==> src/rtl/pipe_ctrl_pkg.sv <==
// Shared constants and types for the pipeline controller and the CP0 vector logic.
package pipe_ctrl_pkg;

  localparam logic [31:0] EXC_INT  = 32'h0000_0001;
  localparam logic [31:0] EXC_SYS  = 32'h0000_0008;
  localparam logic [31:0] EXC_RI   = 32'h0000_000a;
  localparam logic [31:0] EXC_OV   = 32'h0000_000c;
  localparam logic [31:0] EXC_TR   = 32'h0000_000d;
  localparam logic [31:0] EXC_ERET = 32'h0000_000e;

  localparam logic [31:0] VEC_INT = 32'h0000_0020;
  localparam logic [31:0] VEC_GEN = 32'h0000_0040;

  typedef enum logic [0:0] {
    ST_IDLE  = 1'b0,
    ST_FLUSH = 1'b1
  } pipe_state_e;

endpackage

==> src/rtl/pipe_ctrl_if.sv <==
// Request/response bundle between the pipeline stages and the pipeline controller.
interface pipe_ctrl_if #(
  parameter int NSTAGE = 6,
  parameter int AW     = 32
);
  logic [NSTAGE-1:0] stallreq_i;
  logic [31:0]       excepttype_i;
  logic [AW-1:0]     cp0_epc_i;
  logic [NSTAGE-1:0] stall;
  logic              flush;
  logic [AW-1:0]     new_pc;
  logic              busy;
  logic              timeout;

  modport master (
    input  stallreq_i, excepttype_i, cp0_epc_i,
    output stall, flush, new_pc, busy, timeout
  );

  modport slave (
    output stallreq_i, excepttype_i, cp0_epc_i,
    input  stall, flush, new_pc, busy, timeout
  );
endinterface

==> src/rtl/pipe_ctrl_exc_vector_dec.sv <==
// Maps a committed exception code to its redirect target; shared with CP0 for EPC/Cause update.
module exc_vector_dec
  import pipe_ctrl_pkg::*;
#(
  parameter int            AW       = 32,
  parameter logic [AW-1:0] EXC_BASE = '0
) (
  input  logic [31:0]   code_i,
  input  logic [AW-1:0] epc_i,
  output logic [AW-1:0] target_o
);

  always_comb begin
    target_o = '0;
    case (code_i)
      32'h0:    target_o = '0;
      EXC_INT:  target_o = EXC_BASE + AW'(VEC_INT);
      EXC_ERET: target_o = epc_i;
      EXC_SYS, EXC_RI, EXC_OV, EXC_TR:
                target_o = EXC_BASE + AW'(VEC_GEN);
      // unknown nonzero codes still get the general vector
      default:  target_o = EXC_BASE + AW'(VEC_GEN);
    endcase
  end

endmodule

==> src/rtl/pipe_ctrl.sv <==
// Pipeline controller: stall encoder, exception flush/redirect FSM and stall watchdog.
//
// state    | meaning
// ---------+--------------------------------------------------------------
// S_IDLE   | inputs decoded combinationally: exception, watchdog or stalls
// S_FLUSH  | holding flush with latched target until hold counter expires
module pipe_ctrl
  import pipe_ctrl_pkg::*;
#(
  parameter int            NSTAGE       = 6,
  parameter int            AW           = 32,
  parameter logic [AW-1:0] EXC_BASE     = '0,
  parameter int            FLUSH_CYCLES = 1,
  parameter int            STALL_LIMIT  = 0
) (
  input  logic       clk,
  input  logic       rst_n,
  pipe_ctrl_if.master bus
);

  localparam logic [0:0] S_IDLE  = ST_IDLE;
  localparam logic [0:0] S_FLUSH = ST_FLUSH;

  localparam bit HOLD_EN = (FLUSH_CYCLES > 1);
  localparam bit WD_EN   = (STALL_LIMIT > 0);
  localparam int HW      = HOLD_EN ? $clog2(FLUSH_CYCLES) : 1;
  localparam int WW      = WD_EN ? $clog2(STALL_LIMIT + 1) : 1;

  localparam logic [HW-1:0] HOLD_LOAD = HW'(HOLD_EN ? FLUSH_CYCLES - 1 : 0);
  localparam logic [WW-1:0] WD_LAST   = WW'(WD_EN ? STALL_LIMIT - 1 : 0);
  localparam logic [WW-1:0] WD_MAX    = WW'(STALL_LIMIT);

  logic [0:0]        state_q, state_d;
  logic [HW-1:0]     hold_q, hold_d;
  logic [WW-1:0]     wd_q, wd_d;
  logic [AW-1:0]     pc_q, pc_d;

  logic [NSTAGE-1:0] stall_req;
  logic              exc_hit;
  logic              wd_fire;
  logic [31:0]       dec_code;
  logic [AW-1:0]     dec_pc;

  logic [NSTAGE-1:0] stall_o;
  logic              flush_o;
  logic [AW-1:0]     new_pc_o;
  logic              busy_o;
  logic              timeout_o;

  // Thermometer fill: every stage at or below the highest requester holds.
  always_comb begin
    logic acc;
    acc       = 1'b0;
    stall_req = '0;
    for (int i = NSTAGE - 1; i >= 1; i--) begin
      acc          = acc | bus.stallreq_i[i];
      stall_req[i] = acc;
    end
    stall_req[0] = acc;
  end

  assign exc_hit = |bus.excepttype_i;
  assign wd_fire = WD_EN && (state_q == S_IDLE) && !exc_hit &&
                   (|stall_req) && (wd_q == WD_LAST);

  // A watchdog recovery is redirected exactly like a general exception.
  assign dec_code = exc_hit ? bus.excepttype_i : (wd_fire ? EXC_SYS : 32'h0);

  exc_vector_dec #(
    .AW       (AW),
    .EXC_BASE (EXC_BASE)
  ) u_vec_dec (
    .code_i   (dec_code),
    .epc_i    (bus.cp0_epc_i),
    .target_o (dec_pc)
  );

  always_comb begin
    state_d   = state_q;
    hold_d    = hold_q;
    wd_d      = wd_q;
    pc_d      = pc_q;
    stall_o   = '0;
    flush_o   = 1'b0;
    new_pc_o  = '0;
    busy_o    = 1'b0;
    timeout_o = 1'b0;

    case (state_q)
      S_IDLE: begin
        if (exc_hit || wd_fire) begin
          flush_o   = 1'b1;
          new_pc_o  = dec_pc;
          timeout_o = wd_fire;
          wd_d      = '0;
          if (HOLD_EN) begin
            state_d = S_FLUSH;
            hold_d  = HOLD_LOAD;
            pc_d    = dec_pc;
          end
        end else if (|stall_req) begin
          stall_o = stall_req;
          if (WD_EN && (wd_q != WD_MAX)) wd_d = wd_q + WW'(1);
        end else begin
          wd_d = '0;
        end
      end

      S_FLUSH: begin
        flush_o  = 1'b1;
        new_pc_o = pc_q;
        busy_o   = 1'b1;
        wd_d     = '0;
        hold_d   = hold_q - HW'(1);
        if (hold_q == HW'(1)) state_d = S_IDLE;
      end

      default: begin
        state_d = S_IDLE;
        hold_d  = '0;
        wd_d    = '0;
      end
    endcase
  end

  always_ff @(posedge clk or negedge rst_n) begin
    if (!rst_n) begin
      state_q <= S_IDLE;
      hold_q  <= '0;
      wd_q    <= '0;
      pc_q    <= '0;
    end else begin
      state_q <= state_d;
      hold_q  <= hold_d;
      wd_q    <= wd_d;
      pc_q    <= pc_d;
    end
  end

  // Outputs are combinational from inputs, so reset must gate them directly.
  assign bus.stall   = rst_n ? stall_o   : '0;
  assign bus.flush   = rst_n ? flush_o   : 1'b0;
  assign bus.new_pc  = rst_n ? new_pc_o  : '0;
  assign bus.busy    = rst_n ? busy_o    : 1'b0;
  assign bus.timeout = rst_n ? timeout_o : 1'b0;

endmodule

==> src/flat_wrapper.sv <==
// flat-port wrapper written by rule: the top's interface ports become plain ports
module pipe_ctrl_flat import pipe_ctrl_pkg::*;
#(
  parameter int            NSTAGE       = 6,
  parameter int            AW           = 32,
  parameter logic [AW-1:0] EXC_BASE     = '0,
  parameter int            FLUSH_CYCLES = 1,
  parameter int            STALL_LIMIT  = 0
)
  (clk, rst_n, bus_stallreq_i, bus_excepttype_i, bus_cp0_epc_i, bus_stall, bus_flush, bus_new_pc, bus_busy, bus_timeout);
  pipe_ctrl_if #(.NSTAGE(NSTAGE), .AW(AW)) bus_i ();
  input  logic clk;
  input  logic rst_n;
  input wire logic [$bits(bus_i.stallreq_i)-1:0] bus_stallreq_i;
  input wire logic [$bits(bus_i.excepttype_i)-1:0] bus_excepttype_i;
  input wire logic [$bits(bus_i.cp0_epc_i)-1:0] bus_cp0_epc_i;
  output wire logic [$bits(bus_i.stall)-1:0] bus_stall;
  output wire logic [$bits(bus_i.flush)-1:0] bus_flush;
  output wire logic [$bits(bus_i.new_pc)-1:0] bus_new_pc;
  output wire logic [$bits(bus_i.busy)-1:0] bus_busy;
  output wire logic [$bits(bus_i.timeout)-1:0] bus_timeout;
  assign bus_i.stallreq_i = bus_stallreq_i;
  assign bus_i.excepttype_i = bus_excepttype_i;
  assign bus_i.cp0_epc_i = bus_cp0_epc_i;
  assign bus_stall = bus_i.stall;
  assign bus_flush = bus_i.flush;
  assign bus_new_pc = bus_i.new_pc;
  assign bus_busy = bus_i.busy;
  assign bus_timeout = bus_i.timeout;
  pipe_ctrl #(.NSTAGE(NSTAGE), .AW(AW), .EXC_BASE(EXC_BASE), .FLUSH_CYCLES(FLUSH_CYCLES), .STALL_LIMIT(STALL_LIMIT)) u_core (.clk(clk), .rst_n(rst_n), .bus(bus_i));
endmodule
==> config.mk <==
export PLATFORM = sky130hd
export DESIGN_NAME = pipe_ctrl_flat
export DESIGN_NICKNAME = d
export VERILOG_FILES = /design/src/rtl/pipe_ctrl_pkg.sv /design/src/rtl/pipe_ctrl_if.sv /design/src/rtl/pipe_ctrl_exc_vector_dec.sv /design/src/rtl/pipe_ctrl.sv /design/src/flat_wrapper.sv
export SDC_FILE = /design/constraint.sdc
export NUM_CORES = 1
export LEC_CHECK = 0
export BUFFER_PORTS_ARGS = -buffer_cell sky130_fd_sc_hd__buf_2
export CORE_AREA = 2 2 57 59
export CTS_CLUSTER_DIAMETER = 100
export DETAILED_ROUTE_END_ITERATION = 8
export DIE_AREA = 0 0 59 61
export PLACE_DENSITY = 0.77
export SETUP_SLACK_MARGIN = 0.3
export SLEW_MARGIN = 5
export SYNTH_ARGS = -nofsm -noshare
export SYNTH_HDL_FRONTEND = slang
export SYNTH_SLANG_ARGS = --single-unit
export TNS_END_PERCENT = 30
==> constraint.sdc <==
create_clock -name clk -period 1.2 [get_ports clk]
set_input_delay 0.12 -clock clk [delete_from_list [all_inputs] [get_ports clk]]
set_output_delay 0.12 -clock clk [all_outputs]
set_load 0.02 [all_outputs]
==> results.md <==
* Vias per cell at 5.37
* Net Count, Synth at ~190
* Largest net degree at the start of global routing at 22
* Critical Path Source Type: input port
* Fin crit period at 1630 ps
* Crit path setup slack, layout at -429 ps
* Gpl congestion at 0.776
* Synth area leader: nor4_2
* Power Density at 256 nW/um2
* Top cell type's share of synthesized area at 32.5%
* Post-synthesis sequential area ratio at 6.19%
* Total CTS buffers at 3
* Clk slew on worst S/H paths at roughly 30 ps
* Die ar. at approximately 3600 um2
* Final setup violation count at 39
* Sw Pwr at ~0.22 mW
* Period utilization at 136%
* Core Region at ~3000 um2
* Cell-internal power at between 0.3 and 0.4 mW
* GRT overflow at 0
* Synth top area cells: nor4_2 (33%), nor4_1 (18%), nand2_1 (15%)
* Vias in the first global route at about 1400
* Post-synth cell types at 23
* Primary FF master, synth: dfrtp_1
* Syn Inst Count at roughly 120
* Worst Path Max Fanout at 6
* Post-DRT Antenna Nets at 0
* Port Buf Inserts at 110
* Top-count cell post-synth: nand2_1
* DP HPWL at 2890 um
* Synth Cell Area at about 810 um2
* Area growth from synthesis to final layout at 177%
* Post-place instance area at 1760 um2
* CP max stage delay at roughly 330 ps
* Layout net count at 315
* Clock Latency Late Sink at roughly 230 ps
* Chip Width at 59 um
* Met2 Track Usage GR at just under 50%
* Share of cells above drive strength 1 at between 70% and 80%
* Synthesis-stage register bit count at 2
* Root Buffer: clkbuf_4
* Leak pwr at roughly 1.0 nW
* Post-synth ARST share at between 90% and 100%
* Maximum VDD drop at approximately 0.37 mV
* Critical Setup Path Class: input port to output pin
* Non-Filler Instances at approximately 270
* CP Data Required Time at around 1100 ps
* Ant diodes at 0
* Setup TNS at -14450 ps
* Hold Violations, Final at 0
* Drt total wl at between 4000 and 5000 um
* Inst Count DP at 261
* Final instance area at 2240 um2
* GR Util All Layers at ~25%
* Critical-path top delay cell: o311a_1
* Maxcap violations at 0
* Sequential Power Share at a little under an eighth
* Num Clock Sinks at 2
* Initial antenna violation count at 0
* DRC at 0
* Ports at ~110
* Number of flops mapped to enable cells by yosys at 0
* Worst Skew at between 3 and 4 ps
* Total power at ~0.57 mW
* Via count at about 1500
* Worst min path class: flip-flop to flip-flop
* RSZ-0062 raised after global routing: yes
* Combinational Power Share at around three fifths
* Top Usage Layer GRT: met2
* Arrival @ worst endpoint at between 1500 and 2000 ps
* Starting Density at a little over a quarter
* Failing checks: negative setup slack
* Fin. max-slew vios at 0
* H-tree depth at 1
* DRT Pass-1 Iters at 4
* Die height at about 61 um
* Syn Area/Cell at approximately 7.0 um2
* Critical Path, Cell by Cell: buf_2 > nor4_2 > nand4_1 > buf_6 > buf_6 > o311a_1 > buf_2
* Clk pwr share at between 20% and 30%
* CP Capture Type: output pin
* Commonest cells post-synth: nand2_1 (32), nor4_1 (23), nor4_2 (21)
* Site row count at 20
* First DRT Iteration DRCs at 56
* Met3 usage at between 2 and 3%
* Post-DR wirelength/cell at 17.3 um
* CTS tree: yes
* Clk buf depth at 2
* Outcome: finished, violations left
* Hold Crit Depth at 1
* Fmax at 614 MHz
* Switch share at 37.9%
* First-pass GRT wire length at between 6000 and 7000 um
* Cell count of the worst reg-to-reg path at 4
* Met1 Resource Use GR at approximately a quarter
* Synth Warn # at 0
==> power by group through the flow <==
stage / registers (mW) / logic [mW] / clock network, mW
final: 0.0680 / 0.347 / 0.156
after global routing: 0.0679 / 0.367 / 0.171
after CTS: 0.0679 / 0.321 / 0.163
after detailed placement: 0.0687 / 0.273 / 0
after global placement: 0.0687 / 0.268 / 0
after floorplan: 0.0687 / 0.0876 / 0
==> repair_timing <==
action | CTS | global route
hold buffers | 1 | 0
gates resized for setup | 53 | 26
setup buffers | 3 | 1
gates cloned | 3 | 2
setup endpoints to repair | 40 | 40
pin swaps | 13 | 16
endpoints found under the hold margin | 2 | 0
==> metrics by stage <==
stage / util [%] / hold WS, ps / worst slack, ps
2_1_floorplan: - / -176 / -305
3_5_place_dp: 59.7 / 74.5 / -421
3_3_place_gp: 59.7 / 74.2 / -394
4_1_cts: 69.7 / 426 / -364
6_report: 75.7 / 458 / -429
5_1_grt: 75.7 / 458 / -477
==> metal layers <==
layer,wire length [um],vias up
met5,0,-
met4,172,0
met3,193,18
met2,2810,68
met1,1570,697
li1,-,689
==> critical path: cells and delay by family <==
family,cells,cell delay [ps]
buf+inv,4,600
simple gates,2,450
compound gates,1,330
==> registers in the layout, indices dropped and copies added (netlist names) <==
register,cells
u_core.hold_q,1
u_core.state_q,1
==> final cells by class <==
cell class / instances / area [um2]
multi-input combinational: 92 / 1040
inverter: 4 / 15.0
sequential: 2 / 50.0
timing repair buffer: 140 / 1060
clock buffer: 3 / 22.5
fill: 202 / 717
tap: 33 / 41.3
==> cell usage in the layout (no fill, tap or decap) <==
cell,synthesis,layout
nor4_1,23,1
clkbuf_16,0,2
nand2_4,0,1
o41a_1,1,1
nor4_4,0,26
dfrtp_1,2,2
nand4_1,1,1
buf_4,5,47
dlygate4sd3_1,0,1
buf_2,5,70
nand3_4,0,1
nor3_1,2,2
nand3_2,0,1
nor4_2,21,17
conb_1,1,1
clkbuf_4,0,3
inv_2,0,1
o21ai_0,1,1
buf_6,2,13
a21oi_1,1,1
inv_1,4,3
a22oi_1,1,1
xor2_1,1,1
and4b_1,1,1
a2111oi_4,0,1
nor2_1,1,1
nand2_1,32,31
buf_16,0,2
buf_12,0,5
o311a_1,1,1
and2_1,1,1
==> path summary, 6_finish.rpt <==
path,from,endpoint,slack (ps)
max in group asynchronous,rst_n,u_core.hold_q,590
min in group asynchronous,rst_n,u_core.state_q,470
setup / recovery,bus_excepttype_i[17],bus_new_pc[6],-430
setup reg to reg,u_core.state_q,u_core.state_q,370
hold / removal,u_core.hold_q,u_core.state_q,460
hold reg to reg,u_core.hold_q,u_core.state_q,460
==> logic make-up (layout without fill, tap and decap cells) <==
group | count (synthesis) | in the layout | synth area share (%)
buf+inv | 21 | 147 | 14.7
simple gates | 84 | 84 | 70.9
compound gates | 6 | 6 | 6.65
xor+xnor | 1 | 1 | 1.08
other cells | 1 | 1 | 0.464
flops | 2 | 2 | 6.19
No activity file was read; power rests on OpenSTA's default activity.
